<file path="src/rtl/write_mem_control.sv">
// ----------------------------------------------------------------------------
// write_mem_control
//
// Store buffer between the pipeline and the data memory. Each accepted store
// is decoded into a word address, lane-aligned write data and byte enables.
// Stores to the data-memory region are queued in an in-order FIFO and issued
// to memory one at a time from the head entry.
//
// Handshakes (both follow the same valid/ready rule): a transfer happens on a
// rising clk edge where the valid-side signal and the ready-side signal are
// both high. Valid-side data must be held stable until that edge. Pipeline
// side: st_valid / st_ready. Memory side: mem_we / mem_ready.
//
// Parameters
//   DEPTH      store-buffer entry count, power of two, 2..16
//
// Ports
//   clk        rising-edge clock
//   rst        asynchronous active-high reset
//   st_valid   store request from the pipeline
//   st_ready   buffer can accept a store this cycle (not full, not in reset)
//   st_addr    byte address of the store
//   st_data    unshifted register data
//   st_size    00 SB, 01 SH, 10 SW, 11 illegal
//   st_err     one-cycle pulse, the cycle after a dropped store was accepted
//   ld_addr    byte address of an in-flight load
//   ld_hazard  a buffered store targets the word of ld_addr
//   mem_we     write request (buffer non-empty)
//   mem_ready  memory accepts the current write
//   mem_addr   word address of the head entry
//   mem_din    lane-aligned write data of the head entry
//   mem_be     byte enables of the head entry
//
// Build option
//   WRITE_MISALIGN_TRAP_EN  when defined, misaligned SH/SW stores are dropped
//                           and flagged on st_err; otherwise they are
//                           force-aligned and written.
// ----------------------------------------------------------------------------
module write_mem_control #(
    parameter int DEPTH = 4
) (
    input  logic        clk,
    input  logic        rst,
    input  logic        st_valid,
    output logic        st_ready,
    input  logic [31:0] st_addr,
    input  logic [31:0] st_data,
    input  logic [1:0]  st_size,
    output logic        st_err,
    input  logic [31:0] ld_addr,
    output logic        ld_hazard,
    output logic        mem_we,
    input  logic        mem_ready,
    output logic [29:0] mem_addr,
    output logic [31:0] mem_din,
    output logic [3:0]  mem_be
);

    localparam int AW = $clog2(DEPTH);
    localparam logic [AW:0] FULL_COUNT = (AW+1)'(DEPTH);
    localparam logic [AW-1:0] PTR_ONE = AW'(1);

    // Buffer storage
    logic [29:0]      addr_q [DEPTH];
    logic [3:0]       be_q   [DEPTH];
    logic [31:0]      data_q [DEPTH];
    logic [DEPTH-1:0] valid_q;

    logic [AW-1:0] wr_ptr;
    logic [AW-1:0] rd_ptr;
    logic [AW:0]   count;

    logic full;
    logic empty;
    logic accept;
    logic in_region;
    logic size_ok;
    logic drop;
    logic push;
    logic pop;
    logic err_next;

    logic [3:0]  fmt_be;
    logic [31:0] fmt_data;

    // Low address bits of the load only select a byte within the word.
    logic unused_ld_bits;
    assign unused_ld_bits = ^ld_addr[1:0];

    assign full     = (count == FULL_COUNT);
    assign empty    = (count == '0);
    // No bypass: a pop in the same cycle does not open a slot early.
    assign st_ready = ~rst & ~full;
    assign accept   = st_valid & st_ready;

    // Data-memory window: bit 31 clear and bit 28 set.
    assign in_region = ~st_addr[31] & st_addr[28];

    // Lane formatting. Word address always drops addr[1:0], which is what
    // force-aligns misaligned SH/SW when trapping is disabled.
    always_comb begin
        fmt_be   = 4'b0000;
        fmt_data = 32'h0;
        size_ok  = 1'b0;
        case (st_size)
            2'b00: begin
                fmt_be   = 4'b0001 << st_addr[1:0];
                fmt_data = {4{st_data[7:0]}};
                size_ok  = 1'b1;
            end
            2'b01: begin
                fmt_be   = st_addr[1] ? 4'b1100 : 4'b0011;
                fmt_data = {2{st_data[15:0]}};
                size_ok  = 1'b1;
            end
            2'b10: begin
                fmt_be   = 4'b1111;
                fmt_data = st_data;
                size_ok  = 1'b1;
            end
            default: begin
                fmt_be   = 4'b0000;
                fmt_data = 32'h0;
                size_ok  = 1'b0;
            end
        endcase
    end

`ifdef WRITE_MISALIGN_TRAP_EN
    logic misaligned;
    assign misaligned = ((st_size == 2'b01) & st_addr[0]) |
                        ((st_size == 2'b10) & (|st_addr[1:0]));
    assign drop = ~size_ok | misaligned;
`else
    assign drop = ~size_ok;
`endif

    // Out-of-region stores vanish without an error; in-region bad stores
    // are dropped and reported.
    assign push     = accept & in_region & ~drop;
    assign err_next = accept & in_region & drop;
    assign pop      = mem_we & mem_ready;

    // Pointers, occupancy, entry-valid flags and the error pulse.
    always_ff @(posedge clk or posedge rst) begin
        if (rst) begin
            wr_ptr  <= '0;
            rd_ptr  <= '0;
            count   <= '0;
            valid_q <= '0;
            st_err  <= 1'b0;
        end else begin
            st_err <= err_next;
            // push only when not full and pop only when not empty, so the
            // two updates below never touch the same slot in one cycle.
            if (push) begin
                wr_ptr          <= wr_ptr + PTR_ONE;
                valid_q[wr_ptr] <= 1'b1;
            end
            if (pop) begin
                rd_ptr          <= rd_ptr + PTR_ONE;
                valid_q[rd_ptr] <= 1'b0;
            end
            case ({push, pop})
                2'b10:   count <= count + 1'b1;
                2'b01:   count <= count - 1'b1;
                default: count <= count;
            endcase
        end
    end

    // Payload storage needs no reset: it is only visible through valid_q
    // and the empty gating below.
    always_ff @(posedge clk) begin
        if (push) begin
            addr_q[wr_ptr] <= st_addr[31:2];
            be_q[wr_ptr]   <= fmt_be;
            data_q[wr_ptr] <= fmt_data;
        end
    end

    assign mem_we   = ~empty;
    assign mem_addr = empty ? 30'h0 : addr_q[rd_ptr];
    assign mem_din  = empty ? 32'h0 : data_q[rd_ptr];
    assign mem_be   = empty ? 4'h0  : be_q[rd_ptr];

    // Includes the head entry even on the cycle it pops.
    always_comb begin
        ld_hazard = 1'b0;
        for (int i = 0; i < DEPTH; i++) begin
            if (valid_q[i] && (addr_q[i] == ld_addr[31:2])) begin
                ld_hazard = 1'b1;
            end
        end
    end

endmodule

</file>
<file path="config.mk">
export PLATFORM = sky130hd
export DESIGN_NAME = write_mem_control
export DESIGN_NICKNAME = d
export VERILOG_FILES = /design/src/rtl/write_mem_control.sv
export SDC_FILE = /design/constraint.sdc
export NUM_CORES = 1
export LEC_CHECK = 0
export BUFFER_PORTS_ARGS = -buffer_cell sky130_fd_sc_hd__buf_2
export CAP_MARGIN = 10
export CORE_MARGIN = 3
export CORE_UTILIZATION = 30
export DETAILED_ROUTE_END_ITERATION = 8
export PLACE_DENSITY = 0.55
export SLEW_MARGIN = 40
export SYNTH_ARGS = -nofsm -noshare
export SYNTH_HDL_FRONTEND = slang
export SYNTH_SLANG_ARGS = --single-unit
</file>
<file path="constraint.sdc">
create_clock -name clk -period 7.95 [get_ports clk]
set_input_delay 0.795 -clock clk [delete_from_list [all_inputs] [get_ports clk]]
set_output_delay 0.795 -clock clk [all_outputs]
set_load 0.005 [all_outputs]
</file>
* Word level (Yosys, flattened, before mapping)
Memories as Yosys holds them, arrays and structs flattened.
Index checks and enable logic that the tools add are counted.
** Operators by class
- Equal/unequal tests :: 9
- Shift operators :: 1
- Add/sub/neg operators :: 4
- Bitwise gates (word level) :: 15
- Reductions and logical operators :: 10
- Mux-type cells :: 20
- Order comparisons :: 4
** Operator list (number)
- equality test 30 bit :: 4
- one-hot mux 32 bit (3 select lines) :: 1
- two-way mux 32 bit :: 1
- two-way mux 30 bit :: 1
- two-way mux 4 bit :: 4
- one-hot mux 4 bit (3 select lines) :: 1
- two-way mux 1 bit :: 9
- AND 1 bit :: 7
- logical AND 1 bit :: 6
- < comparator 2 x 3 -> 1 bit (second input constant) :: 2
- one-hot mux 3 bit (2 select lines) :: 1
- NOT 1 bit :: 5
- adder 2 x 1 -> 2 bit (second input constant) :: 2
- AND 4 bit :: 1
- demux 1 bit (select 2 bit) :: 2
- equality test 2 x 1 -> 1 bit (second input constant) :: 2
- equality test 2 bit (second input constant) :: 2
- >= comparator 2 x 1 -> 1 bit (second input constant) :: 2
- NOT 4 bit :: 1
- bitwise OR 4 bit :: 1
- left shift 1 x 2 -> 4 bit (first input constant) :: 1
- adder 3 x 1 -> 3 bit (second input constant) :: 1
- equality test 3 bit (second input constant) :: 1
- zero test 3 bit :: 1
- other kinds (4) :: 4
** Storage, ports and cells
- Memory bits (writable) :: 264
- Logic and storage cells :: 71
- Register bits after elaboration :: 12
- Memories kept :: 3
- Input port bits :: 102
** Memory list
- data_q :: depth 4, width 32, rd ports 1, clocked after memory_dff 0, wr ports 1, line 66 : logic [31:0] data_q [DEPTH];
- addr_q :: depth 4, width 30, rd ports 5, clocked after memory_dff 0, wr ports 1, line 64 : logic [29:0] addr_q [DEPTH];
- be_q :: depth 4, width 4, rd ports 1, clocked after memory_dff 0, wr ports 1, line 65 : logic [3:0] be_q [DEPTH];

* Depth between registers and ports, before layout
- Depth after elaboration :: 9
- Depth in mapped cells :: 10
- Gate-level depth less buffers :: 10

* Worst setup path after synthesis
Ideal clock, no wire load.
- Path kind :: input-to-reg
- Start :: input st_addr[31]
- End :: memory addr_q[0][0] (enable)
- Setup time :: 0.432 ns
- Arrival time :: 2.977 ns
- Path slack :: 4.541 ns
- Required time :: 7.518 ns
- Cell stages on the path :: 3
- Cells stage by stage :: nand3b_1 > a211oi_1 > and3_1
** Between the ends
- Word-level cells in the longest chain between the ends :: 6
** RTL lines
- from (decl) :: line 46 : input logic [31:0] st_addr,
- NOT 1 bit :: line 97 : assign in_region = ~st_addr[31] & st_addr[28];
- AND 1 bit :: line 97
- AND 1 bit (2 in series) :: line 140 : assign push = accept & in_region & ~drop;
- two-way mux 1 bit :: line 175 : if (push) begin
- two-way mux 1 bit (implied by the code) :: line 176 : addr_q[wr_ptr] <= st_addr[31:2];
- to (decl) :: line 64
Every way passes these cells.

* Worst setup path in the final report
- Start :: register rd_ptr[0]
- End :: output mem_din[5]
** Between the ends
- Word-level cells in the longest chain between the ends :: 2
** RTL lines
- from (decl) :: line 70 : logic [AW-1:0] rd_ptr;
- from (signal assigned) :: line 161 : rd_ptr <= rd_ptr + PTR_ONE;
- memory read (4 x 32 bit)
- two-way mux 32 bit :: line 184 : assign mem_din = empty ? 32'h0 : data_q[rd_ptr];
- to (decl) :: line 55 : output logic [31:0] mem_din,
Every way passes these cells.

==> metrics.md <==
| Metric | Value |
|---|---|
| Area of the core | 40920 sq um |
| Maximum Capacitance Violations | 0 |
| Setup_tns | 0 ns |
| Power Dens Cells | 293.5 nW/um^2 |
| Layout area overhead | 18.78% |
| Initial antenna violation count | 3 |
| Startpoint types | flip-flop |
| Critical path fanouts, max | 39 |
| Mapped Nets | 850 |
| Leak Pwr | 5.185 nW |
| Library cells used by synthesis | 31 |
| Wirelength, routed | 32.66 mm |
| Die H | 210.0 microns |
| Fin. Hold Viols | 0 |
| Max-slew violations | 0 |
| Post_cts resized | 0 |
| Residual DRC count | 0 |
| Root Buffer | clkbuf_16 |
| Worst vdd ir | 0.0001972 V |
| Post-DRT Antenna Nets | 0 |
| Most common cell after layout, fill and taps aside | edfxtp_1 |
| DIE WIDTH | 210.0 microns |
| Placed insts | 1401 |
| Worst reg2reg path depth | 4 |
| CTS max path bufs | 3 |
| Reg clk slew, reported paths | 0.06 ns |
| Most frequent cells in the layout | edfxtp_1, buf_2, xnor2_1, and2_1, mux4_2 |
| Critical path's slowest cell | dfrtp_4 |
| Endpoints failing setup | 0 |
| Ports | 172 |
| CP Cell Sequence | buf_6 -> mux4_2 -> and2_1 -> buf_2 |
| Setup repair after global routing missed its margin | false |
| Multi-input logic area | 3951 sq um |
| CTS tree | yes |
| Final Net Count | 1013 |
| Worst Clk Skew | 0.009611 ns |
| Post-synthesis register bit count | 276 |
| FF+latch area | 8235 sq um |
| Largest stage delay, worst path | 0.88 ns |
| Total Routing Usage GR | 0.1455 |
| Hold_buf cts | 0 |
| Port Buffers | 169 |
| Fraction of layout cells with a size suffix above 1 | 0.3222 |
| Yosys warns | 0 |
| Period utilization | 0.4712 |
| Crit path time final | 3.746 ns |
| Routed via count | 6900 |
| DR iter-0 viols | 411 |
| Pre-antenna DRT Iters | 5 |
| Part of the Yosys area used for sequential elements | 0.6592 |
| Worst Tran Pin Value | 0.7109 ns |
| Worst min path class | in -> async |
| Status | finished, final reports clean |
| H-tree depth | 1 |
| CTS Buf Count | 30 |
| First-pass GRT wire length | 48.17 mm |
| Total grt overflow | 0 |
| Syn Area/Cell | 16.91 sq um |
| Critical path class | reg -> out |
| Rel. slew slack | 0.5260 |
| Setup WS post-layout | 4.204 ns |
| Starting Density | 0.3050 |
| Post-Place Setup Slack | 4.356 ns |
| Overall Power | 0.004352 W |
| Worst Path Required | 7.15 ns |
| FP Rows | 74 |
| Fill cell count | 3973 |
| Crit path DAT | 2.95 ns |
| Synthesized instance count | 738 |
| Vias per inst | 4.733 |
| Crit end category | primary output |
| Sink Count | 276 |
| Routed len/inst | 22.40 microns |
| Post-CTS Setup Inserts | 0 |
| Die Area | 44090 sq um |
| Clock network latency to the later pin of the worst-skew pair | 0.56 ns |
| Vias in the first global route | 7234 |
| Fmax | 0.2669 GHz |
| Post-Syn Area | 12480 sq um |
| Finished Layout Cells | 1458 |
| Largest net degree at the start of global routing | 40 |
| GP Congestion | 0.7957 |
| Dpl hpwl | 22.13 mm |
-- layout make-up --
class / instances / area share
Sequential cell: 276 / 0.5554
Inverter: 18 / 0.004557
Clock inverter: 17 / 0.01072
Clock buffer: 39 / 0.05637
Multi-Input combinational cell: 398 / 0.2665
Tap cell: 532 / 0.04489
Antenna cell: 1 / 0.0001688
Timing Repair Buffer: 177 / 0.06135
-- final timing paths --
path	start	end	slack (ns)
worst max-delay path	rd_ptr[0]$_DFFE_PP0P_	mem_din[5]	4.20
worst min register to register	count[2]$_DFFE_PP0P_	count[2]$_DFFE_PP0P_	0.51
min in group clk	st_addr[6]	addr_q[2][4]$_DFFE_PP_	0.46
worst max register to register	count[0]$_DFFE_PP0P_	data_q[2][9]$_DFFE_PP_	5.14
max in group asynchronous	rst	rd_ptr[1]$_DFFE_PP0P_	7.28
worst min-delay path	rst	count[0]$_DFFE_PP0P_	0.28
-- metal layers --
layer,vias up,track usage,wire (microns)
met1,3494,0.2004,14070
met4,6,0.02379,464
li1,3139,-,-
met3,39,0.03349,2190
met5,-,0,41
met2,222,0.2414,15900
-- state kept, by name, summed over array words and instances, names as in the netlist --
register / cells
addr_q: 120
rd_ptr: 2
data_q: 128
be_q: 16
valid_q: 4
wr_ptr: 2
count: 3
st_err: 1
-- power by group --
| group | leakage [nW] | internal (W) | switching (W) | total (W) |
|---|---|---|---|---|
| clock | 0.496 | 0.000833 | 0.000560 | 0.00139 |
| combinational | 2.15 | 0.000626 | 0.000552 | 0.00118 |
| sequential | 2.54 | 0.00166 | 0.000121 | 0.00178 |
-- cell families (layout without fill, tap and decap cells) --
logic type / Yosys count / in the layout / synth area share
AO/OA/AOI/OAI: 46 / 46 / 0.02326
XOR/XNOR: 125 / 125 / 0.08771
adder cells (fa/ha/maj): 10 / 10 / 0.01063
buffers and inverters: 64 / 251 / 0.02596
flip-flops: 276 / 276 / 0.6592
multiplexers: 76 / 76 / 0.1271
other: 0 / 1 / 0
AND/OR/NAND/NOR: 141 / 141 / 0.06616
-- synth_stat cells --
cell	n	area, sq um
edfxtp_1	264	7928
xnor2_1	79	691.9
and2_1	68	425.4
mux4_2	66	1486
xor2_1	46	402.9
clkbuf_1	30	112.6
nand4_1	25	156.4
inv_1	18	67.56
a21o_1	16	120.1
nor4_1	16	100.1
a21oi_1	13	65.06
dfrtp_1	12	300.3
nor2_1	12	45.04
nand2_1	11	41.29
mux2i_1	10	100.1
o21ai_0	10	50.05
buf_2	9	45.04
ha_1	9	112.6
a2bb2oi_1	4	35.03
and3_1	4	25.02
buf_12	4	80.08
buf_1	2	7.510
nor2b_1	2	12.51
a211oi_1	1	7.510
buf_6	1	11.26
fa_1	1	20.02
nand2b_1	1	6.260
nand3b_1	1	7.510
o21a_1	1	7.510
o21ai_1	1	5.000
or3_1	1	6.260
-- per-stage QoR --
| step | hold slack, ns | utilization | instance area, sq um |
|---|---|---|---|
| final | 0.2827 | 0.3623 | 14830 |
| after global placement | 0.4977 | 0.3378 | 13820 |
| after global routing | 0.2983 | 0.3622 | 14820 |
| after detailed placement | 0.5013 | 0.3379 | 13830 |
| after floorplan | 0.4762 | - | 12480 |
| after CTS | 0.2748 | 0.3622 | 14820 |
-- critical path: cells and delay by family (launching register included) --
kind          cells  cell delay, ns
simple gates      1            0.18
flops             1            0.88
buf+inv           2            0.68
mux               1            0.59
(Power assumes the default switching activity.)
